<file path="src/rtl/spi_pkg.sv">
// rtl/spi_pkg.sv - shared SPI types, idle levels and mode helpers
package spi_pkg;

  typedef enum logic {
    IDLE  = 1'b0,
    SHIFT = 1'b1
  } rx_state_t;

  localparam logic MOSI_IDLE = 1'b0;

  function automatic logic sample_on_rise(input logic cpol, input logic cpha);
    return cpol == cpha;
  endfunction

  function automatic logic sck_idle_level(input logic cpol);
    return cpol;
  endfunction

  function automatic logic cs_idle_level(input logic cs_polar);
    return ~cs_polar;
  endfunction

endpackage

</file>
<file path="src/rtl/spi_sync.sv">
// rtl/spi_sync.sv - two-flop synchroniser with configurable reset level
module spi_sync #(
  parameter logic P_RST_VAL = 1'b0
) (
  input  logic clk_i,
  input  logic rst_i,
  input  logic d_i,
  output logic q_o
);

  logic meta_q;
  logic sync_q;

  always_ff @(posedge clk_i) begin
    if (rst_i) begin
      meta_q <= P_RST_VAL;
      sync_q <= P_RST_VAL;
    end else begin
      meta_q <= d_i;
      sync_q <= meta_q;
    end
  end

  assign q_o = sync_q;

endmodule

</file>
<file path="src/rtl/receiver.sv">
// rtl/receiver.sv - SPI peripheral-side word receiver with one-word output buffer
module receiver
  import spi_pkg::*;
#(
  parameter int P_DATA_WIDTH = 8,
  parameter bit P_CS_POLAR   = 1'b0,
  parameter bit P_CPOL       = 1'b0,
  parameter bit P_CPHA       = 1'b0,
  parameter bit P_MSB_FIRST  = 1'b1
) (
  input  logic                    clk_100,
  input  logic                    s_rst,
  input  logic                    SCK,
  input  logic                    MOSI,
  input  logic                    CS,
  output logic [P_DATA_WIDTH-1:0] data,
  output logic                    valid,
  input  logic                    ready,
  output logic                    busy,
  output logic                    overrun,
  output logic                    frame_err
);

  localparam int              CW       = $clog2(P_DATA_WIDTH);
  localparam logic [CW-1:0]   LAST     = CW'(P_DATA_WIDTH - 1);
  localparam logic            SCK_IDLE = sck_idle_level(P_CPOL);
  localparam logic            CS_IDLE  = cs_idle_level(P_CS_POLAR);
  localparam logic            ON_RISE  = sample_on_rise(P_CPOL, P_CPHA);

  logic sck_s, mosi_s, cs_s;
  logic sck_dly_q, mosi_dly_q, cs_dly_q;
  logic sample_q;

  spi_sync #(.P_RST_VAL(SCK_IDLE)) u_sync_sck (
    .clk_i(clk_100), .rst_i(s_rst), .d_i(SCK), .q_o(sck_s)
  );
  spi_sync #(.P_RST_VAL(MOSI_IDLE)) u_sync_mosi (
    .clk_i(clk_100), .rst_i(s_rst), .d_i(MOSI), .q_o(mosi_s)
  );
  spi_sync #(.P_RST_VAL(CS_IDLE)) u_sync_cs (
    .clk_i(clk_100), .rst_i(s_rst), .d_i(CS), .q_o(cs_s)
  );

  // mosi_dly_q is aligned with the SCK sample that sets sample_q
  always_ff @(posedge clk_100) begin
    if (s_rst) begin
      sck_dly_q  <= SCK_IDLE;
      mosi_dly_q <= MOSI_IDLE;
      cs_dly_q   <= CS_IDLE;
      sample_q   <= 1'b0;
    end else begin
      sck_dly_q  <= sck_s;
      mosi_dly_q <= mosi_s;
      cs_dly_q   <= cs_s;
      sample_q   <= ON_RISE ? (sck_s & ~sck_dly_q) : (~sck_s & sck_dly_q);
    end
  end

  logic cs_active;
  assign cs_active = (cs_dly_q == P_CS_POLAR);

  rx_state_t               state_q, state_d;
  logic [CW-1:0]           cnt_q, cnt_d;
  logic [P_DATA_WIDTH-1:0] shreg_q, shreg_d;
  logic [P_DATA_WIDTH-1:0] data_q, data_d;
  logic                    valid_q, valid_d;
  logic                    overrun_q, overrun_d;
  logic                    frame_err_q, frame_err_d;
  logic [P_DATA_WIDTH-1:0] shifted;
  logic                    word_done;

  always_comb begin
    state_d     = state_q;
    cnt_d       = cnt_q;
    shreg_d     = shreg_q;
    data_d      = data_q;
    valid_d     = valid_q;
    overrun_d   = 1'b0;
    frame_err_d = 1'b0;
    word_done   = 1'b0;
    shifted     = P_MSB_FIRST ? {shreg_q[P_DATA_WIDTH-2:0], mosi_dly_q}
                              : {mosi_dly_q, shreg_q[P_DATA_WIDTH-1:1]};

    case (state_q)
      IDLE: begin
        if (cs_active) begin
          state_d = SHIFT;
          cnt_d   = '0;
          shreg_d = '0;
        end
      end
      SHIFT: begin
        if (!cs_active) begin
          state_d     = IDLE;
          frame_err_d = (cnt_q != '0);
          cnt_d       = '0;
          shreg_d     = '0;
        end else if (sample_q) begin
          shreg_d = shifted;
          if (cnt_q == LAST) begin
            cnt_d     = '0;
            word_done = 1'b1;
          end else begin
            cnt_d = cnt_q + CW'(1);
          end
        end
      end
      default: state_d = IDLE;
    endcase

    // A completing word may replace the buffered one only if it leaves this cycle
    if (word_done) begin
      if (!valid_q || ready) begin
        data_d  = shifted;
        valid_d = 1'b1;
      end else begin
        overrun_d = 1'b1;
      end
    end else if (valid_q && ready) begin
      valid_d = 1'b0;
    end
  end

  always_ff @(posedge clk_100) begin
    if (s_rst) begin
      state_q     <= IDLE;
      cnt_q       <= '0;
      shreg_q     <= '0;
      data_q      <= '0;
      valid_q     <= 1'b0;
      overrun_q   <= 1'b0;
      frame_err_q <= 1'b0;
    end else begin
      state_q     <= state_d;
      cnt_q       <= cnt_d;
      shreg_q     <= shreg_d;
      data_q      <= data_d;
      valid_q     <= valid_d;
      overrun_q   <= overrun_d;
      frame_err_q <= frame_err_d;
    end
  end

  assign data      = data_q;
  assign valid     = valid_q;
  assign busy      = (state_q == SHIFT);
  assign overrun   = overrun_q;
  assign frame_err = frame_err_q;

endmodule
</file>
<file path="config.mk">
export PLATFORM = sky130hd
export DESIGN_NAME = receiver
export DESIGN_NICKNAME = d
export VERILOG_FILES = /design/src/rtl/spi_pkg.sv /design/src/rtl/spi_sync.sv /design/src/rtl/receiver.sv
export SDC_FILE = /design/constraint.sdc
export NUM_CORES = 1
export LEC_CHECK = 0
export BUFFER_PORTS_ARGS = -buffer_cell sky130_fd_sc_hd__buf_2
export CAP_MARGIN = 20
export CORE_UTILIZATION = 53
export CTS_CLUSTER_SIZE = 24
export DETAILED_ROUTE_END_ITERATION = 8
export GPL_ROUTABILITY_DRIVEN = 0
export HOLD_SLACK_MARGIN = 0.1
export PLACE_DENSITY = 0.75
export SLEW_MARGIN = 10
export SYNTH_ARGS = -nofsm -noshare
export SYNTH_HDL_FRONTEND = slang
export SYNTH_SLANG_ARGS = --single-unit
</file>
<file path="constraint.sdc">
create_clock -name clk_100 -period 2 [get_ports clk_100]
set_clock_uncertainty 0.2 [all_clocks]
set_input_delay 0.1 -clock clk_100 [delete_from_list [all_inputs] [get_ports clk_100]]
set_output_delay 0.1 -clock clk_100 [all_outputs]
set_load 0.01 [all_outputs]
</file>
==> results of run 1 <==
-- logic make-up (layout without fill, tap and decap cells) --
family                   count (synthesis)  count (layout)  share of synthesized area [%]
AO/OA/AOI/OAI                           14              14                           6.98
adder cells (fa/ha/maj)                  3               3                           3.33
buffers and inverters                    6              35                           2.66
flip-flops                              32              32                           56.8
multiplexers                             8               8                           7.10
AND/OR/NAND/NOR                         43              43                           23.2
-- registers in the layout (all words and copies together) (netlist names) --
register / count
mosi_dly_q: 1
u_sync_mosi.meta_q: 1
valid: 1
u_sync_mosi.q_o: 1
shreg_q: 7
u_sync_cs.q_o: 1
busy: 1
sck_dly_q: 1
u_sync_cs.meta_q: 1
cnt_q: 3
cs_dly_q: 1
frame_err: 1
u_sync_sck.q_o: 1
u_sync_sck.meta_q: 1
sample_q: 1
data: 8
overrun: 1
-- cells in the final DEF, fill, tap and decap left out, types with 3 or more instances in the layout --
cell and instances:
a21oi_1 4, buf_2 17, clkbuf_4 5, dfxtp_1 32
dlygate4sd3_1 8, ha_1 3, mux2i_1 8, nand2_1 4
nand2b_1 17, nor2b_1 9, o21ai_0 3, o22ai_1 7
or2_2 3
-- where the power goes --
group	internal [mW]	leakage, nW	switching [mW]	total [mW]
clock	0.173	0.0326	0.199	0.372
combinational	0.0230	0.266	0.0144	0.0374
sequential	0.645	0.259	0.00272	0.647
total	0.841	0.558	0.216	1.06
-- worst reg2reg max path, delay by kind of cell, from the launching register on --
kind	cells	cell delay [ns]
flip-flops	1	0.34
AND/OR/NAND/NOR	2	0.14
adder cells (fa/ha/maj)	2	0.41
buffers and inverters	1	0.57
-- final cells by class --
cell class | count | area, um2
Multi-Input combinational cell | 68 | 458
Fill cell | 169 | 618
Sequential cell | 32 | 641
Tap cell | 27 | 33.8
Clock buffer | 8 | 58.8
Inverter | 2 | 7.51
Timing Repair Buffer | 25 | 165
-- layer usage --
metal  GRT usage, %  wire [um]  vias up
li1               -          -      411
met1           19.5        815      353
met2           29.3        944       18
met3           10.4         74        3
met4           6.67         22        0
met5              0          0        -
-- metrics by stage --
step	instances	hold WS, ns	area, um2
2_1_floorplan	106	-0.0209	1130
3_3_place_gp	146	0.0861	1220
3_5_place_dp	146	0.0863	1220
4_1_cts	162	0.219	1360
5_1_grt	162	0.219	1360
6_report	162	0.207	1360
-- how the worst max path moves through the flow --
stage,to,slack (ns),cells after the start
after floorplan,cnt_q[0],0.57,4
after global placement,cnt_q[0],0.55,4
after detailed placement,cnt_q[0],0.52,4
after CTS,overrun,0.25,5
after global routing,overrun,0.17,5
final,overrun,0.23,5
==> metrics.md, run 1 <==
| Metric | Value |
|---|---|
| CP cell instances | ha_1 -> ha_1 -> nand2_1 -> nor3_1 -> dlygate4sd3_1 |
| Worst Setup End Kind | flop |
| CTS tree | built |
| Warnings, synthesis | 0 |
| Port bufs | 17 |
| Largest net degree at the start of global routing | 33 |
| Vias per Instance | 4.85 |
| H-tree depth | 2 |
| Vias in the first global route | 660 |
| Headroom to the max-slew limit | 69.7% |
| Ys flop type | dfxtp_1 |
| Diodes inserted | 0 |
| Synth Instances | 106 |
| Commonest cells post-synth | 32 x dfxtp_1, 17 x nand2b_1, 9 x nor2b_1 |
| Mapped Nets | 115 |
| DP Worst Slack | 0.519 ns |
| Cell Rows | 16 |
| Seq/Total Area, Yosys | 56.8% |
| Syn Area/Cell | 10.6 um2 |
| Total congestion overflow | 0 |
| FFs w/ async S/R, synth | 0% |
| Post-synth EDFFs | 0 |
| FMAX | 566 MHz |
| Run status | complete, no violations |
| Layout cells sized above 1 | 20.7% |
| Tot GR Track Use | 18.1% |
| Least-Margin Pin Slew | 0.453 ns |
| # hold bufs at CTS | 8 |
| Die H | 48.1 um |
| Clock sinks | 32 |
| Initial antenna violation count | 0 |
| Final core utilization | 68.8% |
| Crit Path Class | flop to flop |
| Req. time, crit path | 2.01 ns |
| CTS buffer count | 5 |
| Final ANT Viol Nets | 0 |
| Min-Delay Endpoint | sample_q |
| R2r setup slk | 0.23 ns |
| Worst path slowest cell | dlygate4sd3_1 |
| Dpl hpwl | 1220 um |
| Power Density | 775 nW/um2 |
| RSZ-0062 raised after global routing | false |
| Synthesized flop and latch total | 32 |
| Final worst path period need | 1.77 ns |
| Fin crit share | 88.3% |
| Final hold violation count | 0 |
| Area delta synth->final | 20.8% |
| Initial DRC count | 9 |
| DRC Markers | 0 |
| Pre-antenna DRT Iters | 4 |
| Netlist cell types | 21 |
| Capture point of the worst reg-to-reg path | overrun |
| Nets | 143 |
| Setup violators final | 0 |
| Largest cells by area after synthesis | dfxtp_1 57%, nand2b_1 9.4%, mux2i_1 7.1%, nor2b_1 5.0%, o22ai_1 3.9% |
| Hold_sp | sck_dly_q |
| Critical path's top delay family | buffers and inverters |
| Top-area cell type share of the netlist area | 56.8% |
| R2R depth | 5 |
| WHS Path Cells | 1 |
| I/O pin total | 18 |
| Number of setup buffers added after CTS | 0 |
| Critical Path Source Type | flop |
| Final setup margin | 0.234 ns |
| Die Footprint | 2320 um2 |
| Slowest cell delay on critical path | 0.57 ns |
| Vias | 785 |
| First-pass GRT wire length | 2730 um |
| Starting density of the core | 56.9% |
| Leakage | 0.558 nW |
| Clock Latency Late Sink | 0.32 ns |
| Slew Limit Fails | 0 |
| Chip Width | 48.1 um |
| Reg clk slew, reported paths | 0.09 ns |
| WL/cell | 11.5 um |
| Maxcap violations | 0 |
| Mapped cell area | 1130 um2 |
| Max Fanout on Critical Path | 4 |
| Hold Crit Class | flop to flop |
| Leading area contributor after synthesis | dfxtp_1 |
| Root Driver | clkbuf_4 |
| Core footprint | 1980 um2 |
| FF-to-FF Start | cnt_q[0] |
| Critical path's most frequent cell | ha_1 |
| Fin Setup TNS | 0 ns |
| Tot Pwr | 1.06 mW |
| Total Wirelength | 1860 um |
| Max Buffers Root-to-Sink | 2 |
| Post-cts resize count | 0 |
| Worst vdd ir | 500 uV |
| Most common cell in the netlist | dfxtp_1 |
| CP arrival | 1.78 ns |
| Worst Setup SP | cnt_q[0] |
| CP Buf/Inv Count | 1 |
(Power assumes the default switching activity.)
==> run 2: changes to the inputs <==
--- a/config.mk
+++ b/config.mk
@@ -13,6 +13,7 @@
 export GPL_ROUTABILITY_DRIVEN = 0
 export HOLD_SLACK_MARGIN = 0.1
 export PLACE_DENSITY = 0.75
+export REMOVE_ABC_BUFFERS = 1
 export SLEW_MARGIN = 10
 export SYNTH_ARGS = -nofsm -noshare
 export SYNTH_HDL_FRONTEND = slang
==> run 2 against run 1 <==
Effect of this change: via count increased by 1.5%; utilization decreased by 0.63 points; combinational power about the same; die area unchanged; cell count decreased by 0.62%; clock-buffer cell count decreased by 2.
==> metrics.md, run 2 (synthesized netlist as in run 1, its figures left out) <==
| Metric | Value |
|---|---|
| Run status | complete, no violations |
| Post-cts resize count | 0 (unchanged) |
| Nets | 143 (unchanged) |
| Dpl cells | 146 (unchanged) |
| Fill cells | 154 (-8.9%) |
| Total congestion overflow | 0 (unchanged) |
| Core footprint | 1980 um2 (unchanged) |
| Max Buffers Root-to-Sink | 2 (unchanged) |
| Clock sinks | 32 (unchanged) |
| Leakage | 0.553 nW (-0.80%) |
| Headroom to the max-slew limit | 66.3% (-3.4 points) |
| Final worst path period need | 1.76 ns (-0.00507 ns) |
| Largest register FFs | 8 (unchanged) |
| Commonest non-fill, non-tap cell in the layout | dfxtp_1 |
| CP arrival | 1.79 ns (about the same) |
| Storage cell area | 641 um2 (unchanged) |
| Vias per Instance | 4.95 (+2.2%) |
| Max Fanout on Critical Path | 4 (unchanged) |
| Cell Rows | 16 (unchanged) |
| Die H | 48.1 um (unchanged) |
| Req. time, crit path | 2.02 ns (about the same) |
| Fin cells | 161 (-0.62%) |
| Crit Path Class | flop to flop |
| Hold Crit Class | flop to flop |
| Pre-antenna DRT Iters | 3 (-1) |
| Final setup margin | 0.239 ns (+0.00507 ns) |
| Critical Path Source Type | flop |
| Port bufs | 17 (unchanged) |
| WL/cell | 10.9 um (-5.0%) |
| Die Footprint | 2320 um2 (unchanged) |
| H-tree depth | 2 (unchanged) |
| Final core utilization | 68.2% (-0.63 points) |
| CTS buffer count | 5 (unchanged) |
| Worst Setup End Kind | flop |
| Setup violators final | 0 (unchanged) |
| Least-Margin Pin Slew | 0.503 ns (+0.0505 ns) |
| RSZ-0062 raised after global routing | false |
| Commonest cells after routing, fill and taps aside | 32 x dfxtp_1, 17 x nand2b_1, 17 x buf_2 |
| Tot GR Track Use | 19.8% (+1.7 points) |
| Diodes inserted | 0 (unchanged) |
| Starting density of the core | 56.9% (unchanged) |
| First-pass GRT wire length | 2930 um (+7.3%) |
| Area delta synth->final | 19.7% |
| Vias | 797 (+1.5%) |
| Cell Area, Placed | 1220 um2 (unchanged) |
| Worst vdd ir | 573 uV (+15%) |
| Fin area | 1350 um2 (-0.92%) |
| Layout cells sized above 1 | 20.9% (+0.15 points) |
| Clock Latency Late Sink | 0.33 ns (about the same) |
| Total Wirelength | 1750 um (-5.5%) |
| Dpl hpwl | 1110 um (-9.1%) |
| Reg clk slew, reported paths | 0.09 ns (about the same) |
| Number of setup buffers added after CTS | 0 (unchanged) |
| DP Worst Slack | 0.505 ns (-0.0139 ns) |
| Fin crit share | 88.1% (-0.25 points) |
| I/O pin total | 18 (unchanged) |
| Chip Width | 48.1 um (unchanged) |
| Final hold violation count | 0 (unchanged) |
| Largest net degree at the start of global routing | 33 (unchanged) |
| Area of the multi-input gates | 458 um2 (unchanged) |
| Vias in the first global route | 716 (+8.5%) |
| Final ANT Viol Nets | 0 (unchanged) |
| DRC Markers | 0 (unchanged) |
| CTS tree | built |
| Initial antenna violation count | 0 (unchanged) |
| Fin Setup TNS | 0 ns (unchanged) |
| Slew Limit Fails | 0 (unchanged) |
| FMAX | 568 MHz (+0.29%) |
| Power Density | 753 nW/um2 (-2.9%) |
| Tot Pwr | 1.02 mW (-3.8%) |
| Initial DRC count | 5 (-4) |
| Root Driver | clkbuf_4 |
| Maxcap violations | 0 (unchanged) |
| Hold slack | 0.183 ns (-0.0241 ns) |
run 2: critical path, stage by stage, from the launching register on:
cell           delay (ns)
dfxtp_1              0.34
ha_1                 0.20
ha_1                 0.22
nand2_1              0.09
nor3_1               0.05
dlygate4sd3_1        0.57
run 2: per-layer routing:
metal  wire length [um]  track usage, %  share of wire, %
met1                811            20.6                46
met2                813            30.9                46
met3                 72            8.89               4.1
met4                 57            15.0               3.2
met5                  0               0                 0
run 2: what timing repair did:
| item | 4_1_cts | 5_1_grt |
|---|---|---|
| hold buffers | 8 | 0 |
| endpoints found under the hold margin | 14 | 0 |
| setup endpoints to repair | 0 | 0 |
run 2: layout make-up:
type / count / share of cell area (%)
Sequential cell: 32 / 47.4
Multi-Input combinational cell: 68 / 33.9
Timing Repair Buffer: 25 / 12.2
Clock buffer: 6 / 3.06
Tap cell: 27 / 2.50
Inverter: 2 / 0.556
Clock inverter: 1 / 0.370
run 2: path summary, 6_finish.rpt:
kind,slack [ns],depth (start not counted),end,startpoint
max reg2reg,0.24,5,overrun,cnt_q[0]
max,0.24,5,overrun,cnt_q[0]
min,0.18,1,sample_q,sck_dly_q
min reg2reg,0.18,1,sample_q,sck_dly_q
run 2: where the power goes:
part	leakage (nW)	internal (mW)	switching (mW)	total, mW
combinational	0.266	0.0230	0.0141	0.0371
clock	0.0281	0.129	0.204	0.333
sequential	0.259	0.645	0.00261	0.647
total	0.553	0.797	0.220	1.02
